File: config.mk
export PLATFORM = sky130hd
export DESIGN_NAME = reg_dump_reader
export DESIGN_NICKNAME = d
export VERILOG_FILES = /design/src/rtl/reg_dump_reader.sv
export SDC_FILE = /design/constraint.sdc
export NUM_CORES = 1
export LEC_CHECK = 0
export ABC_CLOCK_PERIOD_IN_PS = 1700
export CAP_MARGIN = 20
export CORE_MARGIN = 2
export CORE_UTILIZATION = 41
export DETAILED_ROUTE_END_ITERATION = 10
export PLACE_DENSITY = 0.85
export SYNTH_ARGS = -nofsm -noshare
export SYNTH_HDL_FRONTEND = slang
export SYNTH_SLANG_ARGS = --single-unit
File: constraint.sdc
create_clock -name i_clk -period 1.7 [get_ports i_clk]
set_input_delay 0.34 -clock i_clk [delete_from_list [all_inputs] [get_ports i_clk]]
set_output_delay 0.34 -clock i_clk [all_outputs]
set_load 0.01 [all_outputs]
File: src/rtl/reg_dump_reader.sv
// reg_dump_reader
//   Debug read-out engine on a spare register-file read port. On i_start it
//   walks register indices 0..NUM_REGS-1 through the read port and presents
//   each value as one word on a valid/ready stream (index, data, last).
//
// Ports
//   i_clk       clock, rising edge
//   i_arst_n    asynchronous active-low reset
//   i_start     request a dump (sampled only in IDLE)
//   i_abort     cancel a dump in progress
//   o_rd_addr   read-port index to the register file (combinational)
//   i_rd_data   read-port data for o_rd_addr, same cycle
//   o_valid     stream word valid
//   i_ready     downstream accepts word
//   o_index     register index of current word
//   o_data      register value of current word
//   o_last      current word is index NUM_REGS-1
//   o_busy      high whenever the engine is not IDLE
//   o_done      one-cycle pulse after the final word is accepted
//
// state | meaning
// IDLE  | waiting for i_start, read port parked at 0
// SEND  | a word is held on the stream until accepted
// DONE  | final word accepted, o_done pulses for one cycle

module reg_dump_reader #(
   parameter int NUM_REGS = 32,
   parameter int DATA_W   = 32,
   parameter int ADDR_W   = 5
) (
   input  logic              i_clk,
   input  logic              i_arst_n,
   input  logic              i_start,
   input  logic              i_abort,
   output logic [ADDR_W-1:0] o_rd_addr,
   input  logic [DATA_W-1:0] i_rd_data,
   output logic              o_valid,
   input  logic              i_ready,
   output logic [ADDR_W-1:0] o_index,
   output logic [DATA_W-1:0] o_data,
   output logic              o_last,
   output logic              o_busy,
   output logic              o_done
);

   typedef enum logic [1:0] {
      IDLE = 2'd0,
      SEND = 2'd1,
      DONE = 2'd2
   } state_t;

   localparam logic [ADDR_W-1:0] LAST_IDX   = ADDR_W'(NUM_REGS - 1);
   localparam logic              FIRST_LAST = (NUM_REGS == 1);

   state_t              state, state_nxt;
   logic                valid_nxt;
   logic                last_nxt;
   logic [ADDR_W-1:0]   index_nxt;
   logic [DATA_W-1:0]   data_nxt;
   logic [ADDR_W-1:0]   index_inc;
   logic                handshake;

   assign index_inc = o_index + ADDR_W'(1);
   assign handshake = o_valid & i_ready;
   assign o_busy    = (state != IDLE);
   assign o_done    = (state == DONE);

   // The read port looks one word ahead while sending, so the next value is
   // already on i_rd_data at the edge the current word is accepted.
   always_comb begin
      o_rd_addr = '0;
      if (state == SEND)
         o_rd_addr = o_last ? o_index : index_inc;
   end

   always_comb begin
      state_nxt = state;
      valid_nxt = o_valid;
      last_nxt  = o_last;
      index_nxt = o_index;
      data_nxt  = o_data;
      case (state)
         IDLE: begin
            if (i_start && !i_abort) begin
               data_nxt  = i_rd_data;
               index_nxt = '0;
               last_nxt  = FIRST_LAST;
               valid_nxt = 1'b1;
               state_nxt = SEND;
            end
         end
         SEND: begin
            // abort wins over a handshake in the same cycle
            if (i_abort) begin
               valid_nxt = 1'b0;
               last_nxt  = 1'b0;
               index_nxt = '0;
               state_nxt = IDLE;
            end else if (handshake) begin
               if (o_last) begin
                  valid_nxt = 1'b0;
                  last_nxt  = 1'b0;
                  state_nxt = DONE;
               end else begin
                  data_nxt  = i_rd_data;
                  index_nxt = index_inc;
                  last_nxt  = (index_inc == LAST_IDX);
               end
            end
         end
         DONE: begin
            state_nxt = IDLE;
         end
         default: begin
            state_nxt = IDLE;
            valid_nxt = 1'b0;
            last_nxt  = 1'b0;
            index_nxt = '0;
         end
      endcase
   end

   always_ff @(posedge i_clk or negedge i_arst_n) begin
      if (!i_arst_n) begin
         state   <= IDLE;
         o_valid <= 1'b0;
         o_last  <= 1'b0;
         o_index <= '0;
         o_data  <= '0;
      end else begin
         state   <= state_nxt;
         o_valid <= valid_nxt;
         o_last  <= last_nxt;
         o_index <= index_nxt;
         o_data  <= data_nxt;
      end
   end

endmodule

==> flow_metrics.env, run 1 <==
export IMPL_outcome="finished with violations"
export IMPL_violations="negative setup slack"
export IMPL_clock_path_buffers=2
export IMPL_cts_buffers=5
export IMPL_gr_usage_all_layers_pct=19.7
export IMPL_cap_violations=0
export IMPL_coreArea_mm2=0.00435
export IMPL_post_place_ws_ns=-0.230
export IMPL_ioPinCount=83
export IMPL_crit_start="o_last"
export IMPL_start_util_pct=42.6
export IMPL_slowest_stage="dfrtp_2"
export IMPL_drt_initial_drc_count=103
export IMPL_cts_tree="built"
export IMPL_chipWidth_um=71.2
export IMPL_portBuffers=82
export IMPL_syn_area_per_cell_um2=13.2
export IMPL_hold_buffers=0
export IMPL_cts_sinks=41
export IMPL_whs_ns=0.102
export IMPL_areaGrowthSynthToFinish_pct=72.7
export IMPL_antenna_found_initial=0
export IMPL_ant_nets=0
export IMPL_viasPerCell=5.12
export IMPL_layout_nets=295
export IMPL_setup_viol=36
export IMPL_clkLatencyLatePin_ns=0.30
export IMPL_layout_drive_gt1_share_pct=37.0
export IMPL_final_cells=309
export IMPL_synth_top_area_share_pct=55.4
export IMPL_slew_headroom_pct=65.6
export IMPL_synth_ff_type="dfrtp_1"
export IMPL_max_freq_ghz=0.530
export IMPL_totalWireLength_mm=5.38
export IMPL_synthArstFlopShare_pct=100
export IMPL_crit_buf_inv=3
export IMPL_cp_required_ns=1.88
export IMPL_syn_nets=179
export IMPL_wire_per_inst_um=17.4
export IMPL_drc=0
export IMPL_crit_fanout=16
export IMPL_synth_warnings=0
export IMPL_path_cells="buf_6 -> buf_4 -> nand4b_1 -> a21boi_4 -> buf_12 -> mux2_4"
export IMPL_rsz0062_at_grt="yes"
export IMPL_grt_pass1_wl_mm=7.71
export IMPL_irDropWorstVdd_mv=0.438
export IMPL_synth_edf_count=0
export IMPL_yosysUniqueCellTypes=35
export IMPL_synthTopCellsByArea="dfrtp_1 55%, mux2_2 19%, nand4b_1 1.9%"
export IMPL_synth_area_mm2=0.00185
export IMPL_die_area_mm2=0.00507
export IMPL_finClkSkew_ns=0.0109
export IMPL_place_congestion=0.813
export IMPL_yosysSeqAreaShare_pct=55.4
export IMPL_grt_ovfl_total=0
export IMPL_tightest_slew_ns=0.516
export IMPL_leakage_uw=0.00147
export IMPL_end_kind="register"
export IMPL_r2r_start="o_last"
export IMPL_dp_final_hpwl_mm=3.31
export IMPL_synthCells=140
export IMPL_synth_seq_cells=41
export IMPL_setup_ws_ns=-0.188
export IMPL_regArea_mm2=0.00103
export IMPL_period_needed_ns=1.89
export IMPL_vias=1582
export IMPL_n_fill_cell=294
export IMPL_h_tree_depth=2
export IMPL_rows=24
export IMPL_slew_viol_final=0
export IMPL_fin_crit_sh_pct=111
export IMPL_diodes=0
export IMPL_dp_cells=288
export IMPL_grt_pass1_vias=1530
export IMPL_critical_path_arrival_ns=2.07
export IMPL_synth_common_cells="41 x dfrtp_1, 32 x mux2_2, 7 x nor2_1"
export IMPL_multi_input_area_um2=902
export IMPL_cts_root_buf="clkbuf_8"
export IMPL_critPathLaunchType="register"
export IMPL_critPathKind="register to register"
export IMPL_die_h_um=71.2
export IMPL_yosysTopAreaCell="dfrtp_1"
export IMPL_power_density_mw_per_mm2=909
export IMPL_first_pass_iters=4
export IMPL_crit_path_max_incr_delay_ns=0.45
export IMPL_clk_pin_slew_ns=0.09
export IMPL_critical_path_top_delay_family="buffers and inverters"
export IMPL_grt_max_degree=42
export IMPL_yosysMostFrequentCell="dfrtp_1"
export IMPL_hp_class="input pin to async pin"
export IMPL_hold_viol=0
power by group:
part | total [µW] | switching (µW) | internal, µW
logic | 972 | 334 | 638
clock network | 687 | 358 | 329
registers | 1250 | 103 | 1150
total | 2910 | 794 | 2120
sequential cells by signal (all words and copies together), names as in the netlist:
signal / count
o_valid: 1
state: 2
o_index: 5
o_last: 1
o_data: 32
per-stage QoR:
step | TNS, ns | cell area, µm² | total power (µW) | utilization [%]
after floorplan | 0 | 1850 | 1570 | -
after detailed placement | -8.38 | 2860 | 2110 | 65.8
after CTS | -4.48 | 3040 | 2820 | 69.9
after global routing | -7.84 | 3200 | 3040 | 73.5
after global placement | -7.52 | 2860 | 2080 | 65.8
final | -6.00 | 3200 | 2910 | 73.5
path summary, 6_finish.rpt:
check                        endpoint  slack (ns)  cells after the start
min reg2reg                o_data[27]        0.51                      1
max                        o_data[17]       -0.19                      6
min                           o_valid        0.10                      2
max reg2reg                o_data[17]       -0.19                      6
max in group asynchronous      o_last        1.22                      2
min in group i_clk         o_data[27]        0.51                      1
metal layers:
metal | track usage (%) | share of wire [%] | vias up | wire length (µm)
li1 | - | - | 736 | -
met1 | 25.9 | 42 | 770 | 2270
met2 | 31.5 | 48 | 70 | 2580
met3 | 5.77 | 8.7 | 6 | 468
met4 | 6.29 | 1.1 | 0 | 61
met5 | 0 | 0 | - | 0
what timing repair did:
action                                  CTS  global route
pin swaps                                 2             1
gates cloned                              0             2
resized for setup                        42            30
endpoints found under the setup margin   45            44
buffers inserted                          9             2
cells by family (layout without fill, tap and decap cells):
logic type	count (synthesis)	count (layout)	share of synthesized area, %
adder cells (fa/ha/maj)	2	2	1.35
multiplexers	32	32	19.4
buffers and inverters	9	126	2.97
AND/OR/NAND/NOR	35	35	11.6
flip-flops	41	41	55.4
AO/OA/AOI/OAI	16	16	6.89
XOR/XNOR	5	5	2.36
area by class of cell:
type,instances,area share (%)
repair buffers,116,34.3
flip-flops and latches,41,32.1
multi-input cells,90,28.2
well taps,52,2.03
clock buffers,6,2.58
inverters,2,0.313
clock inverters,2,0.430
placed cells by master, fill, tap and decap left out, types with 4 or more instances in the layout:
| master | netlist | routed |
|---|---|---|
| clkdlybuf4s50_1 | 0 | 68 |
| mux2_2 | 32 | 8 |
| dfrtp_1 | 41 | 39 |
| xor2_1 | 4 | 4 |
| buf_4 | 3 | 27 |
| mux2_4 | 0 | 24 |
| nor2_1 | 7 | 6 |
| buf_2 | 2 | 7 |
| dlygate4sd2_1 | 0 | 4 |
| nand4b_1 | 4 | 4 |
| clkbuf_8 | 0 | 6 |
Power figures use the tool's default switching activity.
==> run 2, diff against run 1 <==
Settings changed: TNS_END_PERCENT set to 100.
==> results of run 2 <==
The final DEF is identical to that of run 1; final timing and power are the same.
==> run 3, diff against run 2 <==
Settings changed: CELL_PAD_IN_SITES_DETAIL_PLACEMENT set to 0, CELL_PAD_IN_SITES_GLOBAL_PLACEMENT set to 2, CORE_UTILIZATION 41 to 26, PLACE_DENSITY 0.85 to 0.86.
==> flow_metrics.env, run 3 (synthesized netlist as in run 1, its figures left out) <==
export IMPL_ant_nets=0
export IMPL_period_needed_ns=1.85
export IMPL_crit_end="o_rd_addr[1]"
export IMPL_dp_cells=335
export IMPL_violations="negative setup slack"
export IMPL_cp_required_ns=1.36
export IMPL_areaGrowthSynthToFinish_pct=83.5
export IMPL_start_util_pct=27.1
export IMPL_cts_buffers=5
export IMPL_setup_viol=38
export IMPL_max_freq_ghz=0.542
export IMPL_crit_start="o_index[0]"
export IMPL_min_path_cells=1
export IMPL_mostFrequentLayoutCells="68 x clkdlybuf4s50_1, 40 x dfrtp_1, 32 x mux2_4"
export IMPL_end_kind="primary output"
export IMPL_hp_class="register to register"
export IMPL_setup_ws_ns=-0.146
export IMPL_vias=1619
export IMPL_crit_fanout=2
export IMPL_portBuffers=82
export IMPL_h_tree_depth=2
export IMPL_power_density_mw_per_mm2=888
export IMPL_coreArea_mm2=0.00683
export IMPL_drt_initial_drc_count=22
export IMPL_grt_ovfl_total=0
export IMPL_fin_crit_sh_pct=109
export IMPL_tightest_slew_ns=0.410
export IMPL_irDropWorstVdd_mv=0.323
export IMPL_critical_path_arrival_ns=1.51
export IMPL_final_cells=360
export IMPL_diodes=0
export IMPL_use_met3_pct=3.92
export IMPL_grt_pass1_wl_mm=7.34
export IMPL_post_place_ws_ns=-0.244
export IMPL_leakage_uw=0.00153
export IMPL_drc=0
export IMPL_fin_tns_setup_ns=-3.88
export IMPL_gr_usage_all_layers_pct=12.1
export IMPL_r2r_start="o_last"
export IMPL_die_area_mm2=0.00782
export IMPL_final_common_cell="clkdlybuf4s50_1"
export IMPL_dp_final_hpwl_mm=3.22
export IMPL_clkLatencyLatePin_ns=0.28
export IMPL_n_fill_cell=631
export IMPL_wire_per_inst_um=15.0
export IMPL_clk_pin_slew_ns=0.08
export IMPL_ff2ff_path_depth=7
export IMPL_outcome="finished with violations"
export IMPL_rrSetupSlack_ns=-0.12
export IMPL_reg_top3="o_data: 32 flops, o_index: 5 flops, state: 2 flops"
export IMPL_layout_nets=303
export IMPL_first_pass_iters=4
export IMPL_grt_max_degree=33
export IMPL_rsz0062_at_grt="yes"
export IMPL_use_met1_pct=15.2
export IMPL_clock_path_buffers=2
export IMPL_layout_drive_gt1_share_pct=38.3
export IMPL_cap_violations=0
export IMPL_critPathKind="register to primary output"
export IMPL_ioPinCount=83
export IMPL_place_congestion=0.763
export IMPL_die_h_um=88.4
export IMPL_top_usage_layer="met2"
export IMPL_worstReg2RegEnd="o_data[11]"
export IMPL_cts_sinks=41
export IMPL_largest_reg_flops=32
export IMPL_slew_viol_final=0
export IMPL_critPathLaunchType="register"
export IMPL_grt_use_met2_pct=20.3
export IMPL_hold_viol=0
export IMPL_antenna_found_initial=0
export IMPL_slew_headroom_pct=72.6
export IMPL_totalWireLength_mm=5.41
export IMPL_cts_tree="built"
export IMPL_grt_pass1_vias=1491
export IMPL_cts_root_buf="clkbuf_8"
export IMPL_viasPerCell=4.50
export IMPL_top_register="o_data"
export IMPL_chipWidth_um=88.4
export IMPL_rows=30
export IMPL_final_util_pct=49.8
export IMPL_finClkSkew_ns=0.00631
==> run 3: stage by stage <==
stage | instance area [µm²] | total power, µW | hold WS (ns)
global route | 3400 | 3170 | 0.519
CTS | 3140 | 2890 | 0.512
detailed placement | 2950 | 2110 | 0.299
global placement | 2950 | 2100 | 0.289
finish | 3400 | 3020 | 0.511
floorplan | 1850 | 1570 | 0.0444
==> run 3: final cells by class <==
class | instances | area (µm²) | share of cell area, %
Timing Repair Buffer | 124 | 1200 | 35.2
Multi-Input combinational cell | 90 | 943 | 27.7
Clock buffer | 5 | 68.8 | 2.02
Clock inverter | 2 | 35.0 | 1.03
Sequential cell | 41 | 1030 | 30.2
Inverter | 2 | 7.51 | 0.221
Tap cell | 96 | 120 | 3.53
==> run 3: how the worst min path moves through the flow <==
stage / from / slack, ns / to
CTS: o_data[5] / 0.51 / o_data[5]
global route: o_data[15] / 0.52 / o_data[15]
finish: o_data[5] / 0.51 / o_data[5]
global placement: i_arst_n / 0.29 / o_data[17]
floorplan: i_arst_n / 0.04 / o_data[0]
detailed placement: i_arst_n / 0.30 / o_data[17]
==> run 3: repair_timing <==
action	CTS	global route
pin swaps	7	9
hold buffers	1	0
gates cloned	0	3
buffers inserted	9	8
endpoints found under the hold margin	15	0
endpoints found under the setup margin	45	42
gates resized for setup	40	42
==> run 3: where the power goes <==
group          switching (µW)  internal, µW  total [µW]
Clock                     320           427         746
Combinational             348           690        1040
Sequential               88.9          1150        1240
==> run 3: routing by layer <==
metal | part of all wire [%] | wire, µm | up-vias
met5 | 0 | 0 | -
met4 | 0.61 | 33 | 0
met3 | 7.0 | 380 | 4
met2 | 48 | 2580 | 58
met1 | 45 | 2410 | 804
li1 | - | - | 753
==> run 3: critical path, cell delays in order, from the launching register on <==
cell and delay, ns:
dfrtp_1 0.41, buf_6 0.14, inv_2 0.07, ha_4 0.21, nor2_2 0.14, a21oi_1 0.05
nor2_1 0.07, buf_2 0.13
